**config.mk**
```make
export PLATFORM = sky130hd
export DESIGN_NAME = encr_rx_buf_read_ctrl
export DESIGN_NICKNAME = d
export VERILOG_FILES = /design/src/rtl/encr_rx_buf_read_ctrl_pkg.sv /design/src/rtl/encr_rx_buf_read_ctrl_trailer_len.sv /design/src/rtl/encr_rx_buf_read_ctrl.sv
export SDC_FILE = /design/constraint.sdc
export NUM_CORES = 1
export LEC_CHECK = 0
export ABC_AREA = 1
export CORE_ASPECT_RATIO = 1.4
export CORE_UTILIZATION = 39
export DETAILED_ROUTE_END_ITERATION = 16
export SLEW_MARGIN = 0
export SYNTH_ARGS = -nofsm -noshare
export SYNTH_HDL_FRONTEND = slang
export SYNTH_SLANG_ARGS = --single-unit
```
**constraint.sdc**
```tcl
create_clock -name bbClk -period 4.5 [get_ports bbClk]
set_clock_uncertainty 0.1 [all_clocks]
set_input_delay 1.35 -clock bbClk [delete_from_list [all_inputs] [get_ports bbClk]]
set_output_delay 1.35 -clock bbClk [all_outputs]
set_load 0.005 [all_outputs]
```
**src/rtl/encr_rx_buf_read_ctrl_pkg.sv**
```systemverilog
// Shared definitions for the encryption RX buffer read controller.
// The optional WAPI mode is enabled with RW_WAPI_EN.
package encr_rx_buf_read_ctrl_pkg;

    typedef enum logic [2:0] {
        StIdle    = 3'd0,
        StPayload = 3'd1,
        StMic     = 3'd2,
        StBlkWait = 3'd3,
        StDone    = 3'd4
    } decrState_e;

    localparam int unsigned MicLenWep  = 4;
    localparam int unsigned MicLenCcmp = 8;
    localparam int unsigned MicLenWapi = 16;
    localparam int unsigned BlockBytes = 16;

    function automatic logic isPopState(decrState_e s);
        return (s == StPayload) || (s == StMic);
    endfunction

endpackage

```
**src/rtl/encr_rx_buf_read_ctrl_trailer_len.sv**
```systemverilog
// Trailer length select and length-error compare for one received frame.
// With RW_WAPI_EN, WAPI frames use a 16-byte trailer and block pacing.
module encr_rx_trailer_len
    import encr_rx_buf_read_ctrl_pkg::*;
#(
    parameter int unsigned MICLEN_WEP  = MicLenWep,
    parameter int unsigned MICLEN_CCMP = MicLenCcmp
) (
    input  logic        rxCCMP,
`ifdef RW_WAPI_EN
    input  logic        rxWAPI,
`endif
    input  logic [15:0] rxPayloadLen,
    output logic [15:0] micLen,
    output logic        blockMode,
    output logic        lenErr
);

    always_comb begin
        micLen    = 16'(MICLEN_WEP);
        blockMode = 1'b0;
`ifdef RW_WAPI_EN
        // WAPI takes priority when both mode bits are set.
        if (rxWAPI) begin
            micLen    = 16'(MicLenWapi);
            blockMode = 1'b1;
        end else if (rxCCMP) begin
            micLen    = 16'(MICLEN_CCMP);
            blockMode = 1'b1;
        end
`else
        if (rxCCMP) begin
            micLen    = 16'(MICLEN_CCMP);
            blockMode = 1'b1;
        end
`endif
    end

    assign lenErr = rxPayloadLen < micLen;

endmodule

```
**src/rtl/encr_rx_buf_read_ctrl.sv**
```systemverilog
// Pops encrypted MPDU bytes from the RX buffer into the decryption engine, tagging
// payload/trailer bytes and pacing CCMP blocks. RW_WAPI_EN adds the rxWAPI mode input.
module encr_rx_buf_read_ctrl
    import encr_rx_buf_read_ctrl_pkg::*;
#(
    parameter int unsigned MICLEN_WEP  = MicLenWep,
    parameter int unsigned MICLEN_CCMP = MicLenCcmp,
    parameter int unsigned BLOCK_BYTES = BlockBytes
) (
    input  logic        bbClk,
    input  logic        hardRstBbClk_n,
    input  logic        softRstBbClk_p,
    input  logic        rxDecrStart_p,
    input  logic [15:0] rxPayloadLen,
    input  logic        rxCCMP,
`ifdef RW_WAPI_EN
    input  logic        rxWAPI,
`endif
    input  logic        rxAbort_p,
    input  logic        bufferEmptyFlag,
    input  logic        cipherReady,
    input  logic        cipherBlockDone_p,
    output logic        popDataOutBuffer_p,
    output logic        encrRxBufFlush_p,
    output logic        byteValid_p,
    output logic        byteIsMic,
    output logic        lastByte_p,
    output logic        blockLast_p,
    output logic        decrBusy,
    output logic        decrDone_p,
    output logic        decrLenErr_p
);

    decrState_e  state_q, state_d;
    logic [15:0] remCnt_q, remCnt_d;
    logic [15:0] payRem_q, payRem_d;
    logic [4:0]  blkCnt_q, blkCnt_d;
    logic        blockMode_q, blockMode_d;

    logic byteValid_q, byteValid_d;
    logic byteIsMic_q, byteIsMic_d;
    logic lastByte_q, lastByte_d;
    logic blockLast_q, blockLast_d;
    logic flush_q, flush_d;
    logic lenErr_q, lenErr_d;
    logic done_q, done_d;

    logic [15:0] micLen;
    logic        trBlockMode;
    logic        lenErr;
    logic        popOk;
    logic        startOk;
    logic        abortOk;
    logic        blockFull;

    encr_rx_trailer_len #(
        .MICLEN_WEP  (MICLEN_WEP),
        .MICLEN_CCMP (MICLEN_CCMP)
    ) u_trailerLen (
        .rxCCMP       (rxCCMP),
`ifdef RW_WAPI_EN
        .rxWAPI       (rxWAPI),
`endif
        .rxPayloadLen (rxPayloadLen),
        .micLen       (micLen),
        .blockMode    (trBlockMode),
        .lenErr       (lenErr)
    );

    assign abortOk   = rxAbort_p && (state_q != StIdle);
    assign startOk   = rxDecrStart_p && (state_q == StIdle) && !rxAbort_p;
    assign blockFull = blockMode_q && (blkCnt_q == 5'(BLOCK_BYTES - 1));

    // Pop decision uses only registered state and live flags so an empty buffer is never popped.
    assign popOk = isPopState(state_q) && !bufferEmptyFlag && cipherReady &&
                   (remCnt_q != 16'd0) && !rxAbort_p && !softRstBbClk_p;

    always_ff @(posedge bbClk or negedge hardRstBbClk_n) begin
        if (!hardRstBbClk_n) begin
            state_q <= StIdle;
        end else if (softRstBbClk_p) begin
            state_q <= StIdle;
        end else begin
            state_q <= state_d;
        end
    end

    always_comb begin
        state_d = state_q;
        if (abortOk) begin
            state_d = StIdle;
        end else begin
            unique case (state_q)
                StIdle: begin
                    if (startOk && !lenErr) begin
                        state_d = (rxPayloadLen == micLen) ? StMic : StPayload;
                    end
                end
                StPayload: begin
                    if (popOk) begin
                        if (payRem_q == 16'd1) begin
                            state_d = StMic;
                        end else if (blockFull) begin
                            state_d = StBlkWait;
                        end
                    end
                end
                StMic: begin
                    if (popOk && (remCnt_q == 16'd1)) begin
                        state_d = StDone;
                    end
                end
                StBlkWait: begin
                    if (cipherBlockDone_p) begin
                        state_d = StPayload;
                    end
                end
                StDone: begin
                    if (byteValid_q && lastByte_q) begin
                        state_d = StIdle;
                    end
                end
                default: state_d = StIdle;
            endcase
        end
    end

    always_comb begin
        popDataOutBuffer_p = popOk;
        decrBusy           = (state_q != StIdle);
        byteValid_d        = popOk;
        byteIsMic_d        = popOk && (state_q == StMic);
        lastByte_d         = popOk && (remCnt_q == 16'd1);
        blockLast_d        = popOk && (state_q == StPayload) &&
                             ((payRem_q == 16'd1) || blockFull);
        flush_d            = abortOk || (startOk && lenErr);
        lenErr_d           = startOk && lenErr;
        done_d             = (state_q == StDone) && byteValid_q && lastByte_q && !abortOk;
    end

    always_comb begin
        remCnt_d    = remCnt_q;
        payRem_d    = payRem_q;
        blkCnt_d    = blkCnt_q;
        blockMode_d = blockMode_q;
        if (abortOk) begin
            remCnt_d    = 16'd0;
            payRem_d    = 16'd0;
            blkCnt_d    = 5'd0;
            blockMode_d = 1'b0;
        end else if (startOk) begin
            // Compare happens first, so the subtraction below never wraps.
            remCnt_d    = lenErr ? 16'd0 : rxPayloadLen;
            payRem_d    = lenErr ? 16'd0 : (rxPayloadLen - micLen);
            blkCnt_d    = 5'd0;
            blockMode_d = lenErr ? 1'b0 : trBlockMode;
        end else if (popOk) begin
            remCnt_d = remCnt_q - 16'd1;
            if (state_q == StPayload) begin
                payRem_d = payRem_q - 16'd1;
                if (blockMode_q) begin
                    blkCnt_d = blkCnt_q + 5'd1;
                end
            end
        end else if ((state_q == StBlkWait) && cipherBlockDone_p) begin
            blkCnt_d = 5'd0;
        end
    end

    always_ff @(posedge bbClk or negedge hardRstBbClk_n) begin
        if (!hardRstBbClk_n) begin
            remCnt_q    <= 16'd0;
            payRem_q    <= 16'd0;
            blkCnt_q    <= 5'd0;
            blockMode_q <= 1'b0;
            byteValid_q <= 1'b0;
            byteIsMic_q <= 1'b0;
            lastByte_q  <= 1'b0;
            blockLast_q <= 1'b0;
            flush_q     <= 1'b0;
            lenErr_q    <= 1'b0;
            done_q      <= 1'b0;
        end else if (softRstBbClk_p) begin
            remCnt_q    <= 16'd0;
            payRem_q    <= 16'd0;
            blkCnt_q    <= 5'd0;
            blockMode_q <= 1'b0;
            byteValid_q <= 1'b0;
            byteIsMic_q <= 1'b0;
            lastByte_q  <= 1'b0;
            blockLast_q <= 1'b0;
            flush_q     <= 1'b0;
            lenErr_q    <= 1'b0;
            done_q      <= 1'b0;
        end else begin
            remCnt_q    <= remCnt_d;
            payRem_q    <= payRem_d;
            blkCnt_q    <= blkCnt_d;
            blockMode_q <= blockMode_d;
            byteValid_q <= byteValid_d;
            byteIsMic_q <= byteIsMic_d;
            lastByte_q  <= lastByte_d;
            blockLast_q <= blockLast_d;
            flush_q     <= flush_d;
            lenErr_q    <= lenErr_d;
            done_q      <= done_d;
        end
    end

    assign byteValid_p      = byteValid_q;
    assign byteIsMic        = byteIsMic_q;
    assign lastByte_p       = lastByte_q;
    assign blockLast_p      = blockLast_q;
    assign encrRxBufFlush_p = flush_q;
    assign decrLenErr_p     = lenErr_q;
    assign decrDone_p       = done_q;

endmodule

```
==> summary.txt <==
POWER
-------------------------------------------------------------------------------------------------
Worst vdd rail ir drop                                                                   291.7 uV
Leak                                                                                     1.971 nW
Ratio of total power to cell area                                                    630.1 nW/um2

SYNTHESIS
-------------------------------------------------------------------------------------------------
Post-synth top area cell                                                                  dfrtp_1
Synth Cell Area                                                                          3537 um2
Mapped Nets                                                                                   549
Post-synth EDFFs                                                                                0
Number of warnings reported in the yosys synthesis log                                          0
Yosys top cell area share                                                                  0.3396
Avg Cell Area, Syn                                                                      6.868 um2
Dominant cells by area after synthesis                                               dfrtp_1 (34%), nand2_1 (15%), inv_1 (6.8%)
Share of synthesized registers carrying an async set or reset                               1.000
Sequential share of the synthesized area                                                   0.3396
Most instantiated library cell after synthesis                                            nand2_1
Number of distinct library cell variants in the gate-level netlist after synthesis             39
Ranking of synthesized cells by instance count                                       nand2_1 (143), inv_1 (64), nor2_1 (63), dfrtp_1 (48), nand3_1 (44)
Synthesized netlist cell count                                                                515
Total of flip-flops plus latches after synthesis                                               48
Main flop type after synthesis                                                            dfrtp_1

DRT
-------------------------------------------------------------------------------------------------
Routed via count                                                                             3420
Average via count per standard cell                                                         5.221
Remaining number of nets flagged by the antenna check after routing                             0
Total wirelength of the detailed-routed design                                            9455 um
Number of search-and-repair iterations in the first detailed-routing pass                       5
Number of DRC markers after the initial detailed-route iteration                              202
Routed length per placed instance                                                        14.44 um
DRC violation count after routing                                                               0

GLOBAL ROUTING
-------------------------------------------------------------------------------------------------
Total overflow reported by the global router                                                    0
Overall global routing resource usage                                                      0.2171
Maximum number of pins on one net before global-route repair                                   29
Via count of the first global-routing pass                                                   3360
Global-route wire length before repair                                                   15590 um
Antenna violations before repair                                                                0

CLOCK NETWORK
-------------------------------------------------------------------------------------------------
H-tree depth                                                                                    2
Worst-Skew Late Latency                                                                   0.29 ns
CTS tree                                                                                     done
Hold buffer count at cts                                                                        0
Clock edge transition at the registers on the reported setup and hold paths               0.07 ns
Number of instances resized during post-cts repair                                              0
Total setup buffers inserted after CTS                                                          0
Number of buffers on the longest clock path                                                     2
Number of buffers created by CTS                                                                5
Clk sinks                                                                                      48
Root Buffer Master                                                                      clkbuf_16

STA
-------------------------------------------------------------------------------------------------
Setup TNS                                                                                    0 ns
Final worst-path cycle share                                                               0.9509
# setup viols final                                                                             0
Worst hold slack after final layout                                                     0.3981 ns
Number of hold violations in the final report                                                   0
F_max                                                                                  0.2337 GHz
Post-layout minimum cycle time                                                           4.279 ns
Slew at the pin closest to its max-slew limit                                           0.5683 ns
Slew HR                                                                                    0.6202
Final max-slew violation count                                                                  0
Unrepaired setup endpoints after global routing                                                no

PLACED DESIGN
-------------------------------------------------------------------------------------------------
Input/output buffers                                                                           33
Placer Congestion                                                                          0.9441
Half-perimeter wire length after detailed placement                                       7143 um

CRITICAL PATH
-------------------------------------------------------------------------------------------------
Kind of start point of the critical path                                             primary input
Data required, critical path                                                              3.05 ns
Crit Path Class                                                                      primary input to output port
Ordered list of cells on the worst path                                              clkdlybuf4s50_1, nor2_1, nand2_1, a21oi_4, nand2_4, nor2_4, clkdlybuf4s50_1
Critical path capture point type                                                      output port
CP max-delay cell                                                                    clkdlybuf4s50_1
Crit-path max cell delay                                                                  0.51 ns
Top cell family by delay on the critical path                                        buffers and inverters
Data arrival time of the critical path                                                    2.83 ns
Peak fanout along the critical path                                                             4
Crit-path most repeated cell                                                         clkdlybuf4s50_1
Buffers & Inverters on Critical Path                                                            2

FINAL LAYOUT
-------------------------------------------------------------------------------------------------
P&R area growth vs syn                                                                     15.88%
Combined area of the multi-input logic cells                                             1996 um2
Area taken by flip-flops and latches                                                     1201 um2
Antenna diode instance count                                                                    0
# fillers                                                                                     916
Fraction of layout instances using a drive strength above 1                               0.08364
Final nets                                                                                    583

DIE
-------------------------------------------------------------------------------------------------
Ports placed on the boundary                                                                   34
Vert. Die Dim                                                                            114.7 um
Chip Width                                                                               82.49 um
Die area                                                                                 9459 um2
Total core area                                                                          8708 um2
Std-Cell Rows                                                                                  40
Initial core utilization                                                                   0.4062

MIN PATH
-------------------------------------------------------------------------------------------------
Hold Crit Class                                                                      register to register

RUN STATUS
-------------------------------------------------------------------------------------------------
Status                                                                               complete, no violations

JOB
-------------------------------------------------------------------------------------------------
Max capacitance violation total                                                                 0

==> through the flow <==
| stage | utilization | power, mW | cells | area (um2) | worst slack (ns) |
|---|---|---|---|---|---|
| floorplan | - | 1.857 | 515 | 3537 | 1.173 |
| global placement | 0.4536 | 2.161 | 647 | 3950 | 0.2275 |
| detailed placement | 0.4536 | 2.191 | 647 | 3950 | 0.2126 |
| CTS | 0.4707 | 2.581 | 655 | 4099 | 0.2043 |
| global route | 0.4707 | 2.827 | 655 | 4099 | 0.07876 |
| finish | 0.4707 | 2.583 | 655 | 4099 | 0.2211 |
==> routing by layer <==
metal | track usage | wire length (um) | vias up
li1 | - | - | 1717
met2 | 0.3873 | 4802 | 66
met3 | 0.02311 | 307 | 14
met5 | 0 | 0 | -
met1 | 0.2654 | 4154 | 1623
met4 | 0.07018 | 191 | 0
==> report_power, final <==
part	leakage (nW)	internal [mW]	total [mW]	switching, mW
Clock	0.0660	0.207	0.385	0.178
Sequential	0.649	0.571	0.716	0.145
Combinational	1.26	0.534	1.48	0.948
==> worst register-to-register path, delay by kind of cell (launching register included) <==
kind / cells / cell delay, ns
AND/OR/NAND/NOR: 4 / 1.18
buffers and inverters: 1 / 0.37
AO/OA/AOI/OAI: 1 / 0.18
flip-flops: 1 / 0.48
==> area by class of cell <==
cell class,count,area share
Clock inverter,3,0.005800
Tap cell,105,0.03205
Sequential cell,48,0.2930
Timing Repair Buffer,36,0.08486
Inverter,72,0.06685
Multi-Input combinational cell,386,0.4869
Clock buffer,5,0.03053
==> placed cells by master, fill, tap and decap left out, types with 2 or more instances in the layout <==
cell type,instances
nor3_1,5
o21ai_2,6
o21bai_1,2
a22oi_1,4
dfrtp_1,48
o21ai_0,25
nand2_4,3
nor2_1,63
or2_1,3
buf_4,3
a21oi_1,7
nor2_4,3
ha_1,8
o211ai_1,4
nand3_1,44
nor2_2,3
nand4_1,5
inv_2,6
clkbuf_16,5
inv_1,64
clkdlybuf4s50_1,32
nor4_1,2
o22ai_1,14
xnor2_1,3
nand2_1,143
xor2_1,15
clkinvlp_4,2
o21ai_1,9
nand2_2,6
==> cells by family after synthesis <==
group / synth area share
fa+ha+maj: 0.03396
buf+inv: 0.09621
simple gates: 0.3527
xor+xnor: 0.04457
flops: 0.3396
compound gates: 0.1330
==> worst paths after layout <==
path / from / to / slack, ns / cells after the start
min: blkCnt_q[4] / blkCnt_q[4] / 0.40 / 2
min in group asynchronous: hardRstBbClk_n / remCnt_q[12] / 0.92 / 1
max: rxAbort_p / popDataOutBuffer_p / 0.22 / 7
max reg2reg: state_q[0] / encrRxBufFlush_p / 2.11 / 6
min reg2reg: blkCnt_q[4] / blkCnt_q[4] / 0.40 / 2
max in group asynchronous: hardRstBbClk_n / remCnt_q[3] / 2.60 / 2
==> registers in the layout (all words and copies together), names as in the netlist <==
signal,flops
blkCnt_q,5
blockLast_p,1
blockMode_q,1
byteIsMic,1
byteValid_p,1
decrDone_p,1
decrLenErr_p,1
encrRxBufFlush_p,1
lastByte_p,1
payRem_q,16
remCnt_q,16
state_q,3
No activity file was read; power rests on OpenSTA's default activity.
